## src/rtl/qft_phase_sequencer_pkg.sv

```systemverilog
// Shared constants, state encoding and flag payload for the QFT phase sequencer.
// ANGLE_W follows `TOTAL_WIDTH when the datapath defines it, else 16 bits.
// Optional feature macro used by the sequencer: QFT_PHASE_QUAD_EN.
`ifndef TOTAL_WIDTH
`define TOTAL_WIDTH 16
`endif

package qft_phase_pkg;

  localparam int unsigned ANGLE_W     = `TOTAL_WIDTH;
  localparam int unsigned ANGLE_EXT_W = ANGLE_W + 2;
  localparam int unsigned CNT_W       = 8;

  localparam int PI_FX      = 101;
  localparam int TWO_PI_FX  = 201;
  localparam int HALF_PI_FX = 50;

  localparam int unsigned COS_LATENCY = 3;

  typedef enum logic [1:0] {
    ST_IDLE  = 2'd0,
    ST_RUN   = 2'd1,
    ST_DRAIN = 2'd2
  } state_t;

  // Sideband flags travelling alongside the cosine pipeline.
  typedef struct packed {
    logic valid;
    logic last;
  } flag_t;

endpackage

```

## src/rtl/qft_phase_sequencer_if.sv

```systemverilog
// Burst request / angle stream bundle between the sequencer and its neighbours.
// Request: start, phase0, step, count. Stream: x, x_valid, x_last, y_valid,
// y_last, busy, done, plus x_q when QFT_PHASE_QUAD_EN is defined.
interface qft_phase_sequencer_if;
  import qft_phase_pkg::*;

  logic                      start;
  logic signed [ANGLE_W-1:0] phase0;
  logic signed [ANGLE_W-1:0] step;
  logic [CNT_W-1:0]          count;
  logic signed [ANGLE_W-1:0] x;
`ifdef QFT_PHASE_QUAD_EN
  logic signed [ANGLE_W-1:0] x_q;
`endif
  logic                      x_valid;
  logic                      x_last;
  logic                      y_valid;
  logic                      y_last;
  logic                      busy;
  logic                      done;

  modport master (
    output start, phase0, step, count,
`ifdef QFT_PHASE_QUAD_EN
    input  x_q,
`endif
    input  x, x_valid, x_last, y_valid, y_last, busy, done
  );

  modport slave (
    input  start, phase0, step, count,
`ifdef QFT_PHASE_QUAD_EN
    output x_q,
`endif
    output x, x_valid, x_last, y_valid, y_last, busy, done
  );

endinterface

```

## src/rtl/qft_phase_sequencer_wrap.sv

```systemverilog
// Combinational wrap of an extended-width angle into [-PI_FX, PI_FX-1].
// Ports: v (ANGLE_W+2 signed, unwrapped), w_c (ANGLE_W signed, wrapped).
// One correction suffices because callers keep |v| below 3*PI_FX.
module phase_wrap #(
  parameter int unsigned ANGLE_W = 16
) (
  input  logic signed [ANGLE_W+1:0] v,
  output logic signed [ANGLE_W-1:0] w_c
);
  import qft_phase_pkg::PI_FX;
  import qft_phase_pkg::TWO_PI_FX;

  localparam int unsigned EXT_W = ANGLE_W + 2;
  localparam logic signed [EXT_W-1:0] PI_V     = EXT_W'(PI_FX);
  localparam logic signed [EXT_W-1:0] NEG_PI_V = EXT_W'(-PI_FX);
  localparam logic signed [EXT_W-1:0] TWO_PI_V = EXT_W'(TWO_PI_FX);

  logic signed [EXT_W-1:0] r_c;

  always_comb begin
    r_c = v;
    if (v >= PI_V) begin
      r_c = v - TWO_PI_V;
    end else if (v < NEG_PI_V) begin
      r_c = v + TWO_PI_V;
    end
    w_c = ANGLE_W'(r_c);
  end

endmodule

```

## src/rtl/qft_phase_sequencer.sv

```systemverilog
// Angle burst generator feeding the pipelined cosine stage.
// Ports: clk, rst_n (async, active-low), bus (slave side of
// qft_phase_sequencer_if). With QFT_PHASE_QUAD_EN defined, also drives x_q,
// the quadrature angle wrap(acc - HALF_PI_FX) registered alongside x.
module qft_phase_sequencer
  import qft_phase_pkg::*;
(
  input logic                    clk,
  input logic                    rst_n,
  qft_phase_sequencer_if.slave   bus
);

  state_t                        state_q, state_d;
  logic signed [ANGLE_W-1:0]     acc_q, acc_d;
  logic [CNT_W-1:0]              rem_q, rem_d;
  logic signed [ANGLE_W-1:0]     x_r, x_d;
  logic                          xv_r, xv_d;
  logic                          xl_r, xl_d;
  logic                          busy_r, busy_d;
  logic                          done_r, done_d;
  flag_t                         dl_q [COS_LATENCY];
  logic                          pending_c;

  logic signed [ANGLE_EXT_W-1:0] load_v_c, next_v_c;
  logic signed [ANGLE_W-1:0]     load_w_c, next_w_c;

  assign load_v_c = ANGLE_EXT_W'(bus.phase0);
  assign next_v_c = ANGLE_EXT_W'(acc_q) + ANGLE_EXT_W'(bus.step);

  phase_wrap #(.ANGLE_W(ANGLE_W)) u_wrap_load (.v(load_v_c), .w_c(load_w_c));
  phase_wrap #(.ANGLE_W(ANGLE_W)) u_wrap_acc  (.v(next_v_c), .w_c(next_w_c));

`ifdef QFT_PHASE_QUAD_EN
  logic signed [ANGLE_EXT_W-1:0] quad_v_c;
  logic signed [ANGLE_W-1:0]     quad_w_c;
  logic signed [ANGLE_W-1:0]     xq_r, xq_d;

  assign quad_v_c = ANGLE_EXT_W'(acc_q) - ANGLE_EXT_W'(HALF_PI_FX);

  phase_wrap #(.ANGLE_W(ANGLE_W)) u_wrap_quad (.v(quad_v_c), .w_c(quad_w_c));
`endif

  // A sample is still in flight unless only the final delay stage may hold it.
  always_comb begin
    pending_c = xv_r;
    for (int unsigned i = 0; i + 1 < COS_LATENCY; i++) begin
      pending_c = pending_c | dl_q[i].valid;
    end
  end

  // Next-state and next-output logic.
  always_comb begin
    state_d = state_q;
    acc_d   = acc_q;
    rem_d   = rem_q;
    x_d     = x_r;
    xv_d    = 1'b0;
    xl_d    = 1'b0;
    done_d  = 1'b0;
`ifdef QFT_PHASE_QUAD_EN
    xq_d    = xq_r;
`endif
    case (state_q)
      ST_IDLE: begin
        // start coinciding with the done pulse is dropped.
        if (bus.start && !done_r) begin
          if (bus.count != '0) begin
            acc_d   = load_w_c;
            rem_d   = bus.count;
            state_d = ST_RUN;
          end else begin
            state_d = ST_DRAIN;
          end
        end
      end
      ST_RUN: begin
        x_d   = acc_q;
        xv_d  = 1'b1;
        xl_d  = (rem_q == CNT_W'(1));
        acc_d = next_w_c;
        rem_d = rem_q - CNT_W'(1);
`ifdef QFT_PHASE_QUAD_EN
        xq_d  = quad_w_c;
`endif
        if (rem_q == CNT_W'(1)) begin
          state_d = ST_DRAIN;
        end
      end
      ST_DRAIN: begin
        if (!pending_c) begin
          state_d = ST_IDLE;
          done_d  = 1'b1;
        end
      end
      default: begin
        state_d = ST_IDLE;
      end
    endcase
    busy_d = (state_d != ST_IDLE);
  end

  // State, datapath and output registers.
  always_ff @(posedge clk or negedge rst_n) begin
    if (!rst_n) begin
      state_q <= ST_IDLE;
      acc_q   <= '0;
      rem_q   <= '0;
      x_r     <= '0;
      xv_r    <= 1'b0;
      xl_r    <= 1'b0;
      busy_r  <= 1'b0;
      done_r  <= 1'b0;
    end else begin
      state_q <= state_d;
      acc_q   <= acc_d;
      rem_q   <= rem_d;
      x_r     <= x_d;
      xv_r    <= xv_d;
      xl_r    <= xl_d;
      busy_r  <= busy_d;
      done_r  <= done_d;
    end
  end

`ifdef QFT_PHASE_QUAD_EN
  always_ff @(posedge clk or negedge rst_n) begin
    if (!rst_n) begin
      xq_r <= '0;
    end else begin
      xq_r <= xq_d;
    end
  end

  assign bus.x_q = xq_r;
`endif

  // Flag delay line matched to the cosine latency.
  always_ff @(posedge clk or negedge rst_n) begin
    if (!rst_n) begin
      for (int unsigned i = 0; i < COS_LATENCY; i++) begin
        dl_q[i] <= '0;
      end
    end else begin
      dl_q[0] <= '{valid: xv_r, last: xl_r};
      for (int unsigned i = 1; i < COS_LATENCY; i++) begin
        dl_q[i] <= dl_q[i-1];
      end
    end
  end

  assign bus.x       = x_r;
  assign bus.x_valid = xv_r;
  assign bus.x_last  = xl_r;
  assign bus.y_valid = dl_q[COS_LATENCY-1].valid;
  assign bus.y_last  = dl_q[COS_LATENCY-1].last;
  assign bus.busy    = busy_r;
  assign bus.done    = done_r;

endmodule

```

## src/flat_wrapper.sv

```systemverilog
// flat-port wrapper written by rule: the top's interface ports become plain ports
module qft_phase_sequencer_flat import qft_phase_pkg::*;
  (clk, rst_n, bus_start, bus_phase0, bus_step, bus_count, bus_x, bus_x_valid, bus_x_last, bus_y_valid, bus_y_last, bus_busy, bus_done);
  qft_phase_sequencer_if bus_i ();
  input logic clk;
  input logic rst_n;
  input wire logic [$bits(bus_i.start)-1:0] bus_start;
  input wire logic [$bits(bus_i.phase0)-1:0] bus_phase0;
  input wire logic [$bits(bus_i.step)-1:0] bus_step;
  input wire logic [$bits(bus_i.count)-1:0] bus_count;
  output wire logic [$bits(bus_i.x)-1:0] bus_x;
  output wire logic [$bits(bus_i.x_valid)-1:0] bus_x_valid;
  output wire logic [$bits(bus_i.x_last)-1:0] bus_x_last;
  output wire logic [$bits(bus_i.y_valid)-1:0] bus_y_valid;
  output wire logic [$bits(bus_i.y_last)-1:0] bus_y_last;
  output wire logic [$bits(bus_i.busy)-1:0] bus_busy;
  output wire logic [$bits(bus_i.done)-1:0] bus_done;
  assign bus_i.start = bus_start;
  assign bus_i.phase0 = bus_phase0;
  assign bus_i.step = bus_step;
  assign bus_i.count = bus_count;
  assign bus_x = bus_i.x;
  assign bus_x_valid = bus_i.x_valid;
  assign bus_x_last = bus_i.x_last;
  assign bus_y_valid = bus_i.y_valid;
  assign bus_y_last = bus_i.y_last;
  assign bus_busy = bus_i.busy;
  assign bus_done = bus_i.done;
  qft_phase_sequencer u_core (.clk(clk), .rst_n(rst_n), .bus(bus_i));
endmodule
```

## config.mk

```make
export PLATFORM = sky130hd
export DESIGN_NAME = qft_phase_sequencer_flat
export DESIGN_NICKNAME = d
export VERILOG_FILES = /design/src/rtl/qft_phase_sequencer_pkg.sv /design/src/rtl/qft_phase_sequencer_if.sv /design/src/rtl/qft_phase_sequencer_wrap.sv /design/src/rtl/qft_phase_sequencer.sv /design/src/flat_wrapper.sv
export SDC_FILE = /design/constraint.sdc
export NUM_CORES = 1
export LEC_CHECK = 0
export ABC_CLOCK_PERIOD_IN_PS = 5500
export BUFFER_PORTS_ARGS = -buffer_cell sky130_fd_sc_hd__buf_2
export CAP_MARGIN = 10
export CORE_ASPECT_RATIO = 0.8
export CORE_MARGIN = 2
export CORE_UTILIZATION = 40
export DETAILED_ROUTE_END_ITERATION = 10
export PLACE_DENSITY = 0.61
export REMOVE_ABC_BUFFERS = 1
export SLEW_MARGIN = 20
export SYNTH_ARGS = -nofsm -noshare
export SYNTH_HDL_FRONTEND = slang
export SYNTH_SLANG_ARGS = --single-unit
```

## constraint.sdc

```tcl
create_clock -name clk -period 5.5 [get_ports clk]
set_input_delay 0.55 -clock clk [delete_from_list [all_inputs] [get_ports clk]]
set_output_delay 0.55 -clock clk [all_outputs]
set_load 0.05 [all_outputs]
```

After elaboration in Yosys (flattened, before gate mapping)
Index checks and enable logic that the tools add are counted.

storage, ports and cells
  register bits = 52
  bits in latches = 0
  memory bits (writable) = 0
  bits in read-only memories = 0
  input port bits = 43
  output and inout bits = 22
  word-level logic and storage cells = 57
  memories = 0

cells by class
  $add $sub $neg = 6
  $mul = 0
  divide/modulo/power cells = 0
  order comparisons = 4
  equal/unequal tests = 5
  shift-type cells = 0
  multiplexer cells = 19
  bitwise operators = 2
  reduce and logical (&&, ||, !) cells = 7

operator list
  operator                                                     count
  2-to-1 mux 16 bit                                            6
  adder 16 x 9 -> 16 bit, second input constant                2
  one-hot mux 16 bit (2 select lines)                          1
  subtractor 16 x 9 -> 16 bit, second input constant           2
  adder 16 x 16 -> 17 bit                                      1
  >= comparator 17 x 8 -> 1 bit, second input constant         1
  less-than comparator 17 x 8 -> 1 bit, second input constant  1
  >= comparator 16 x 8 -> 1 bit, second input constant         1
  less-than comparator 16 x 8 -> 1 bit, second input constant  1
  2-to-1 mux 8 bit                                             2
  one-hot mux 8 bit (2 select lines)                           1
  == test 8 x 1 -> 1 bit, second input constant                1
  2-to-1 mux 2 bit                                             4
  nonzero test 8 bit                                           1
  subtractor 8 x 1 -> 8 bit, second input constant             1
  one-hot mux 2 bit (3 select lines)                           1
  2-to-1 mux 1 bit                                             4
  != test 2 x 1 -> 1 bit, second input constant                2
  nonzero test 2 bit                                           2
  AND reduction 3 bit                                          1
  == test 2 x 1 -> 1 bit, second input constant                1
  == test 2 bit, second input constant                         1
  logical NOT 2 bit                                            1
  OR 1 bit                                                     2
  other kinds (2)                                              2

Longest topological paths before layout
Gate-level depths: netlist of the first run.

  depth after elaboration = 6
  gate-level depth with buffers = 13
  depth with buffers taken out = 12

By module
Synthesis of the first run repeated with hierarchy kept, for this count alone.

unflattened totals
  cell total of the unflattened synthesis = 527
  area total of the unflattened synthesis = 4461.8 um^2

by module, submodules not included
  module               times used  cells each  area each (um^2)  sequential area each (um^2)
  qft_phase_sequencer  1           323         3060.4            1301.2
  phase_wrap           2           102         700.7             0.0

Worst setup path after synthesis of the first run
Ideal clock, no wire load.

  kind = input to register
  start point = in bus_step[0]
  end point = reg u_core.acc_q[1]
  library setup time = 88 ps
  data arrival time = 3646 ps
  required time = 5412 ps
  setup slack = 1766 ps
  stages on the path = 13
  buffers on the path = 1
  path through = ha_1 -> fa_1 -> a21o_1 -> a221oi_4 -> o21ai_1 -> xor2_1 -> nand4_1 -> or4_4 -> o21ai_2 -> buf_6 -> nand2_1 -> a32o_1 -> a41oi_1

between the ends
  longest elaborated chain between the ends = 5
  elaborated cells between the ends (all ways) = 8
  those cells by class = add/sub: 3; order compare: 2; mux: 3

RTL lines
  what                                                                                   RTL line                                                        source
  from (decl)                                                                            flat_wrapper.sv:9                                               input wire logic [$bits(bus_i.step)-1:0] bus_step;
  adder 16 x 16 -> 17 bit (*)                                                            qft_phase_sequencer.sv:28                                       assign next_v_c = ANGLE_EXT_W'(acc_q) + ANGLE_EXT_W'(bus.step);
  adder 16 x 9 -> 16 bit / less-than comparator 17 x 8 -> 1 bit (equally long branches)  qft_phase_sequencer_wrap.sv:25, qft_phase_sequencer_wrap.sv:24
  2-to-1 mux 16 bit                                                                      qft_phase_sequencer_wrap.sv:24                                  end else if (v < NEG_PI_V) begin
  2-to-1 mux 16 bit (*)                                                                  qft_phase_sequencer_wrap.sv:22                                  if (v >= PI_V) begin
  one-hot mux 16 bit (2 select lines) (*)                                                qft_phase_sequencer.sv:63                                       case (state_q)
  to (signal assigned)                                                                   qft_phase_sequencer.sv:106                                      acc_q <= '0;
  to (signal assigned)                                                                   qft_phase_sequencer.sv:115                                      acc_q <= acc_d;
  to (decl)                                                                              qft_phase_sequencer.sv:14                                       logic signed [ANGLE_W-1:0] acc_q, acc_d;

Mark *: on every way between the ends. The rest lies on a longest branch, timed or not.
A chain may end at the register's enable or synchronous reset.

Worst setup path in the final report of the first run
  start point = reg u_core.acc_q[0]
  end point = reg u_core.acc_q[15]

between the ends
  longest elaborated chain between the ends = 5
  elaborated cells between the ends (all ways) = 8
  those cells by class = add/sub: 3; order compare: 2; mux: 3

RTL lines
  what                                                                                   RTL line
  adder 16 x 16 -> 17 bit (*)                                                            qft_phase_sequencer.sv:28
  adder 16 x 9 -> 16 bit / less-than comparator 17 x 8 -> 1 bit (equally long branches)  qft_phase_sequencer_wrap.sv:25, qft_phase_sequencer_wrap.sv:24
  2-to-1 mux 16 bit                                                                      qft_phase_sequencer_wrap.sv:24
  2-to-1 mux 16 bit (*)                                                                  qft_phase_sequencer_wrap.sv:22
  one-hot mux 16 bit (2 select lines) (*)                                                qft_phase_sequencer.sv:63

Marks and branches as above.

==> impl_results.md, run 1 <==
- Switch share: between 50% and 60%
- DRC violations left: 0
- Worst reg-to-reg path cell count: 12
- Switch Pwr: 0.00172 W
- FF+latch area: between 0.001 and 0.0015 mm²
- P_leak: 2.09 nW
- Full die area: 0.0116 mm²
- Commonest register cell after synthesis: dfrtp_1
- Largest net degree at the start of global routing: 47
- # rows: 33
- Routed Antenna Nets: 0
- Syn avg cell area: 8.06 µm²
- RR Endpoint: u_core.acc_q[15]
- WL/cell: ~16 µm
- Synth cell types: 75
- Layout cell share with drive strength beyond 1: around 16%
- Worst-path cell chain: ha_1 > fa_1 > a21o_1 > a221oi_4 > o21ai_1 > xor2_1 > nand4_1 > or4_4 > o21ai_2 > nor3b_1 > or4_1 > o311ai_1
- CP Launch Type: flip-flop
- Hold slack: 0.240 ns
- Vias in the first global route: around 3900
- Synth warn: 0
- RSZ-0062 raised after global routing: no
- Area used by multi-input combinational logic: 0.00283 mm²
- Slowest cell on crit path: or4_4
- Initial Utilization: 41.5%
- Fill count: 1068
- # IOs: 65
- Area leader, netlist: dfrtp_1
- Final Critical Period: between 4 and 5 ns
- CP Class: flip-flop to flip-flop
- Pint: 0.00157 W
- Final Max Tran Viols: 0
- Critical path endpoint category: flip-flop
- Final hold vios: 0
- Post-CTS Setup Repair Bufs: 0
- Setup slack, reg-to-reg: roughly 1.1 ns
- GRT Residual Overflow: 0
- Max FO, Critical Path: 12
- Worst-Margin Slew: 0.732 ns
- Logic pwr share: 69.2%
- Worst Path Required: 5.68 ns
- Status: completed
- DR iter-0 viols: 260
- Clk pwr share: 9.4%
- Area Overhead vs Synth: 13.2%
- Design Power: approximately 0.0033 W
- Synth top area cells: dfrtp_1 30%, nand2_1 7.7%, ha_1 7.0%
- Setup_tns: 0 ns
- CTS max path bufs: 2
- Max VDD drop: roughly 370 µV
- Port Buffers: 64
- # hold bufs at CTS: 0
- First-pass GRT wire length: 19600 µm
- CTS buffer count: 5
- RR Startpoint: u_core.acc_q[0]
- Total Nets Final: 654
- Die extent in y: between 90 and 100 µm
- Finished Core Util: 47.0%
- Critical Path AT: 4.55 ns
- Seq cells post-synth: 52
- Worst setup margin: 1.14 ns
- Clk_skew: 0.00872 ns
- Setup violators final: 0
- GPL Wtd Cong: just under 0.9
- Achievable frequency: 229 MHz
- Synth async-reset ratio: 100%
- Via density: 5.74
- Max_cap viols: 0
- Die width: 120 µm
- Antenna Cells: 0
- Worst skew pair latency: 0.29 ns
- Sequential power share: 21.3%
- TritonCTS clock tree: yes
- Total GRT Usage: 20.7%
- Reg clk slew, reported paths: around 0.070 ns
- 1st-pass router iterations: 5
- Post-synth top area share: 30.3%
- Routed WL: roughly 12000 µm
- Number of synthesized flops with an enable pin: 0
- Sink Count: 52
- Core Footprint: 0.0104 mm²
- Synth Cell Area: 0.00430 mm²
- Pre-CTS WS: 0.997 ns
- Hold Path Class: input port to asynchronous set/reset pin
- Post-CTS resize count: 0
- Number of antenna violations at the first check in global routing: 0
- Final period utilization: 79.3%
- Via count: 4175
- Rel. slew slack: around 51%
- HPWL after detailed placement: 9230 µm
- H-Tree Depth: 2
- Power density cells: 676 mW/mm²
- Max stage delay on crit path: 0.52 ns
- Clock root cell: clkbuf_16
- Seq/Total Area, Yosys: 30.3%
- Cell count after synthesis: 533
==> through the flow <==
step / area, µm² / cells
global placement: 4720 / 719
CTS: 4870 / 727
detailed placement: 4720 / 719
floorplan: 4200 / 512
finish: 4870 / 727
global route: 4870 / 727
==> logic make-up after synthesis <==
family,after synthesis,share of synthesized area (%)
and+or+nand+nor,216,24.6
AOI/OAI and AO/OA,162,26.1
DFF,52,30.3
buffers and inverters,41,3.99
xor gates and xnor gates,35,7.13
adders and majority gates,25,7.45
muxes,2,0.466
==> cells in the mapped netlist, types with 11 or more instances <==
| master | number |
|---|---|
| dfrtp_1 | 52 |
| xnor2_1 | 24 |
| inv_1 | 19 |
| ha_1 | 24 |
| clkbuf_1 | 14 |
| or3_1 | 12 |
| nor3_1 | 20 |
| o22ai_1 | 14 |
| o21ai_0 | 30 |
| nor2_1 | 37 |
| nand2_1 | 88 |
| a21oi_1 | 33 |
| xor2_1 | 11 |
| nand3_1 | 11 |
==> worst max-delay path, delay by kind of cell, from the launching register on <==
kind	cells	cell delay [ns]
AOI/OAI and AO/OA	5	1.35
and+or+nand+nor	4	1.32
adders and majority gates	2	0.66
xor gates and xnor gates	1	0.51
DFF	1	0.41
==> cell usage in the layout, fill, tap and decap left out, types with 6 or more instances in the layout <==
cell type / instances
a211oi_1: 9
ha_1: 24
a21oi_1: 33
xor2_1: 11
nand3_1: 11
nand2_1: 88
o21ai_1: 8
a21o_1: 8
o22ai_1: 14
xnor2_1: 24
nor2_1: 37
o211ai_1: 8
or3_1: 12
inv_1: 19
o21ai_0: 29
buf_2: 64
nor4_1: 7
nand4_1: 6
nor3_1: 20
dfrtp_1: 52
==> layer usage <==
| layer | share of wire, % | GRT usage [%] |
|---|---|---|
| met1 | 49 | 30.9 |
| met2 | 45 | 31.8 |
| met3 | 5.6 | 4.42 |
| met4 | 0.31 | 1.81 |
| met5 | 0 | 0 |
==> power groups by stage <==
stage | combinational, W | clock, W | sequential (W)
6_report | 0.00228 | 0.000310 | 0.000701
5_1_grt | 0.00252 | 0.000338 | 0.000722
4_1_cts | 0.00226 | 0.000318 | 0.000703
3_5_place_dp | 0.00225 | 0 | 0.000708
3_3_place_gp | 0.00221 | 0 | 0.000706
2_1_floorplan | 0.00156 | 0 | 0.000876
==> sequential cells by signal (all words and copies together) (netlist names), 2 cells and up <==
register	cells
u_core.acc_q	16
u_core.bus.x	16
u_core.dl_q	4
u_core.rem_q	8
u_core.state_q	2
==> how the worst max path moves through the flow <==
stage,start,to,cells after the start
floorplan,bus_step[0],u_core.acc_q[15],12
global placement,bus_step[0],u_core.acc_q[15],13
detailed placement,bus_step[0],u_core.acc_q[15],13
CTS,u_core.acc_q[0],u_core.acc_q[15],12
global route,u_core.acc_q[0],u_core.acc_q[15],12
finish,u_core.acc_q[0],u_core.acc_q[15],12
==> cell type report <==
class,instances,area share (%)
Clock inverter,2,0.283
Tap cell,140,3.60
Timing Repair Buffer,67,7.05
Inverter,20,1.54
Sequential cell,52,26.7
Clock buffer,6,2.65
Multi-Input combinational cell,440,58.1
Power figures use the tool's default switching activity.
==> run 2, diff against run 1 <==
Settings changed: ABC_CLOCK_PERIOD_IN_PS 5500 to 4200.
Clock period 5.5 ns to 4.2 ns, I/O delays scaled along.
==> impl_results.md, run 2 (synthesis results as in run 1) <==
- Family with the most delay on the worst path: compound AO/OA/AOI/OAI gates
- Die width: between 100 and 150 µm
- P_leak: 2.13 nW
- Number of antenna violations at the first check in global routing: 0
- Number of cells on the critical path: 14
- Worst reg-to-reg path cell count: 14
- Slowest cell on crit path: or4_4
- Layout cell share with drive strength beyond 1: 16.8%
- Worst skew pair latency: 0.29 ns
- Port Buffers: 64
- Setup slack, reg-to-reg: 0.31 ns
- CP Launch Type: flip-flop
- Initial Utilization: 41.5%
- CTS max path bufs: 2
- Hold Path Class: flip-flop to flip-flop
- GPL Wtd Cong: 0.910
- TritonCTS clock tree: yes
- First-pass GRT wire length: 19600 µm
- H-Tree Depth: 2
- Fill count: 1030
- CP Class: flip-flop to flip-flop
- Final Max Tran Viols: 0
- Max stage delay on crit path: 0.59 ns
- DP Area: 0.00478 mm²
- Antenna Cells: 0
- Switch share: 51.5%
- Setup violators final: 0
- Worst Path Required: 4.41 ns
- Pint: 0.00214 W
- Area used by multi-input combinational logic: between 0.002 and 0.003 mm²
- HPWL after detailed placement: 9190 µm
- Commonest non-fill, non-tap cell in the layout: nand2_1
- Total GRT Usage: approximately a fifth
- Via count: 4201
- Routed WL: 11800 µm
- Clk_skew: just under 0.008 ns
- RR Endpoint: u_core.acc_q[1]
- Status: completed
- Worst-Margin Slew: 0.734 ns
- CTS buffer count: 5
- Max FO, Critical Path: 8
- Area Overhead vs Synth: 15.0%
- Routed Antenna Nets: 0
- Vias in the first global route: 3866
- Most frequent cells in the layout: 88 x nand2_1, 64 x buf_2, 52 x dfrtp_1
- Power density cells: 893 mW/mm²
- Worst-path cell chain: ha_1 > fa_1 > a21o_1 > a221oi_4 > buf_4 > o41ai_1 > o31ai_2 > o41ai_2 > or4_4 > o21ai_2 > buf_4 > nand2_1 > a32o_1 > a41oi_1
- WL/cell: about 16 µm
- Die extent in y: 96.7 µm
- Sink Count: 52
- Hold Path Depth: 0
- Core Footprint: 0.0104 mm²
- Final Critical Period: around 3.9 ns
- 1st-pass router iterations: 5
- Number of buffers and inverters on the critical path: 2
- Via density: between 5 and 6
- GRT Residual Overflow: 0
- RSZ-0062 raised after global routing: no
- Logic pwr share: 70.0%
- Most frequent CP cell: buf_4
- Full die area: 0.0116 mm²
- Total Nets Final: roughly 660
- Reg clk slew, reported paths: 0.07 ns
- DRC violations left: 0
- Clock root cell: clkbuf_16
- Critical path endpoint category: flip-flop
- RR Startpoint: u_core.acc_q[0]
- Setup_tns: 0 ns
- Clk pwr share: under 10%
- # IOs: 65
- Switch Pwr: approximately 0.0023 W
- Final period utilization: between 90% and 100%
- Achievable frequency: 257 MHz
- Critical Path AT: 4.10 ns
- Critical Path Start: u_core.acc_q[0]
- Sequential power share: 20.7%
- Hold Crit Start: u_core.dl_q[4]
- Finished Cell Area: roughly 0.0049 mm²
- Rel. slew slack: 51.0%
- Final hold vios: 0
- FF+latch area: 0.00130 mm²
- Endpoint, Worst Hold: u_core.dl_q[2]
- # rows: 33
- Largest net degree at the start of global routing: 47
- DR iter-0 viols: 294
- Max_cap viols: 0
- Max VDD drop: about 500 µV
[run 2: cell count changes in the layout (fill, tap and decap cells not counted)]
cell	before	now
buf_4	3	11
dlygate4sd3_1	0	1
xor2_1	11	10
xor2_2	0	1
[run 2: worst register-to-register path: cells and delay by family, from the launching register on]
kind                       cells  cell delay [ns]
DFF                            1             0.41
AOI/OAI and AO/OA              8             1.70
buffers and inverters          2             0.38
adders and majority gates      2             0.66
and+or+nand+nor                2             0.66
[run 2: worst max path at each step]
stage                            end  slack [ns]
finish               u_core.acc_q[1]        0.31
detailed placement  u_core.acc_q[10]        0.19
global route         u_core.acc_q[1]        0.07
CTS                  u_core.acc_q[1]        0.28
global placement    u_core.acc_q[10]        0.18
floorplan           u_core.acc_q[15]        0.43
[run 2: final cells by class]
| class | instances | share of cell area [%] |
|---|---|---|
| well taps | 140 | 3.54 |
| inverters | 20 | 1.52 |
| clock buffers | 6 | 2.61 |
| flip-flops and latches | 52 | 26.3 |
| clock inverters | 2 | 0.278 |
| multi-input cells | 440 | 57.4 |
| repair buffers | 76 | 8.35 |
[run 2: repair_timing]
item                                    4_1_cts  5_1_grt
resized for setup                             0        1
hold endpoints to repair                      9        0
hold buffers                                  1        0
buffers inserted                              0        0
endpoints found under the setup margin        0        2
[run 2: stage by stage]
stage / total power, W / worst slack, ns / hold WS (ns) / utilization [%] / std cells
after floorplan: 0.00319 / 0.432 / 0.124 / - / 512
after global placement: 0.00393 / 0.182 / 0.281 / 46.2 / 727
after detailed placement: 0.00397 / 0.195 / 0.286 / 46.2 / 727
after CTS: 0.00440 / 0.277 / 0.362 / 47.6 / 736
after global routing: 0.00482 / 0.0672 / 0.373 / 47.7 / 736
final: 0.00441 / 0.312 / 0.355 / 47.7 / 736
[run 2: power groups by stage]
stage                     Clock (W)  Combinational, W  Sequential [W]
after floorplan                   0           0.00205         0.00115
after global placement            0           0.00300        0.000922
after detailed placement          0           0.00305        0.000918
after CTS                  0.000419           0.00307        0.000912
after global routing       0.000447           0.00343        0.000938
final                      0.000410           0.00309        0.000912
[run 2: per-layer routing]
metal | GRT usage, % | share of wire (%) | routed length, µm
met2 | 30.8 | 43 | 5110
met5 | 0 | 0 | 0
met3 | 3.54 | 5.5 | 652
met4 | 2.99 | 0.62 | 73
met1 | 32.2 | 51 | 6010
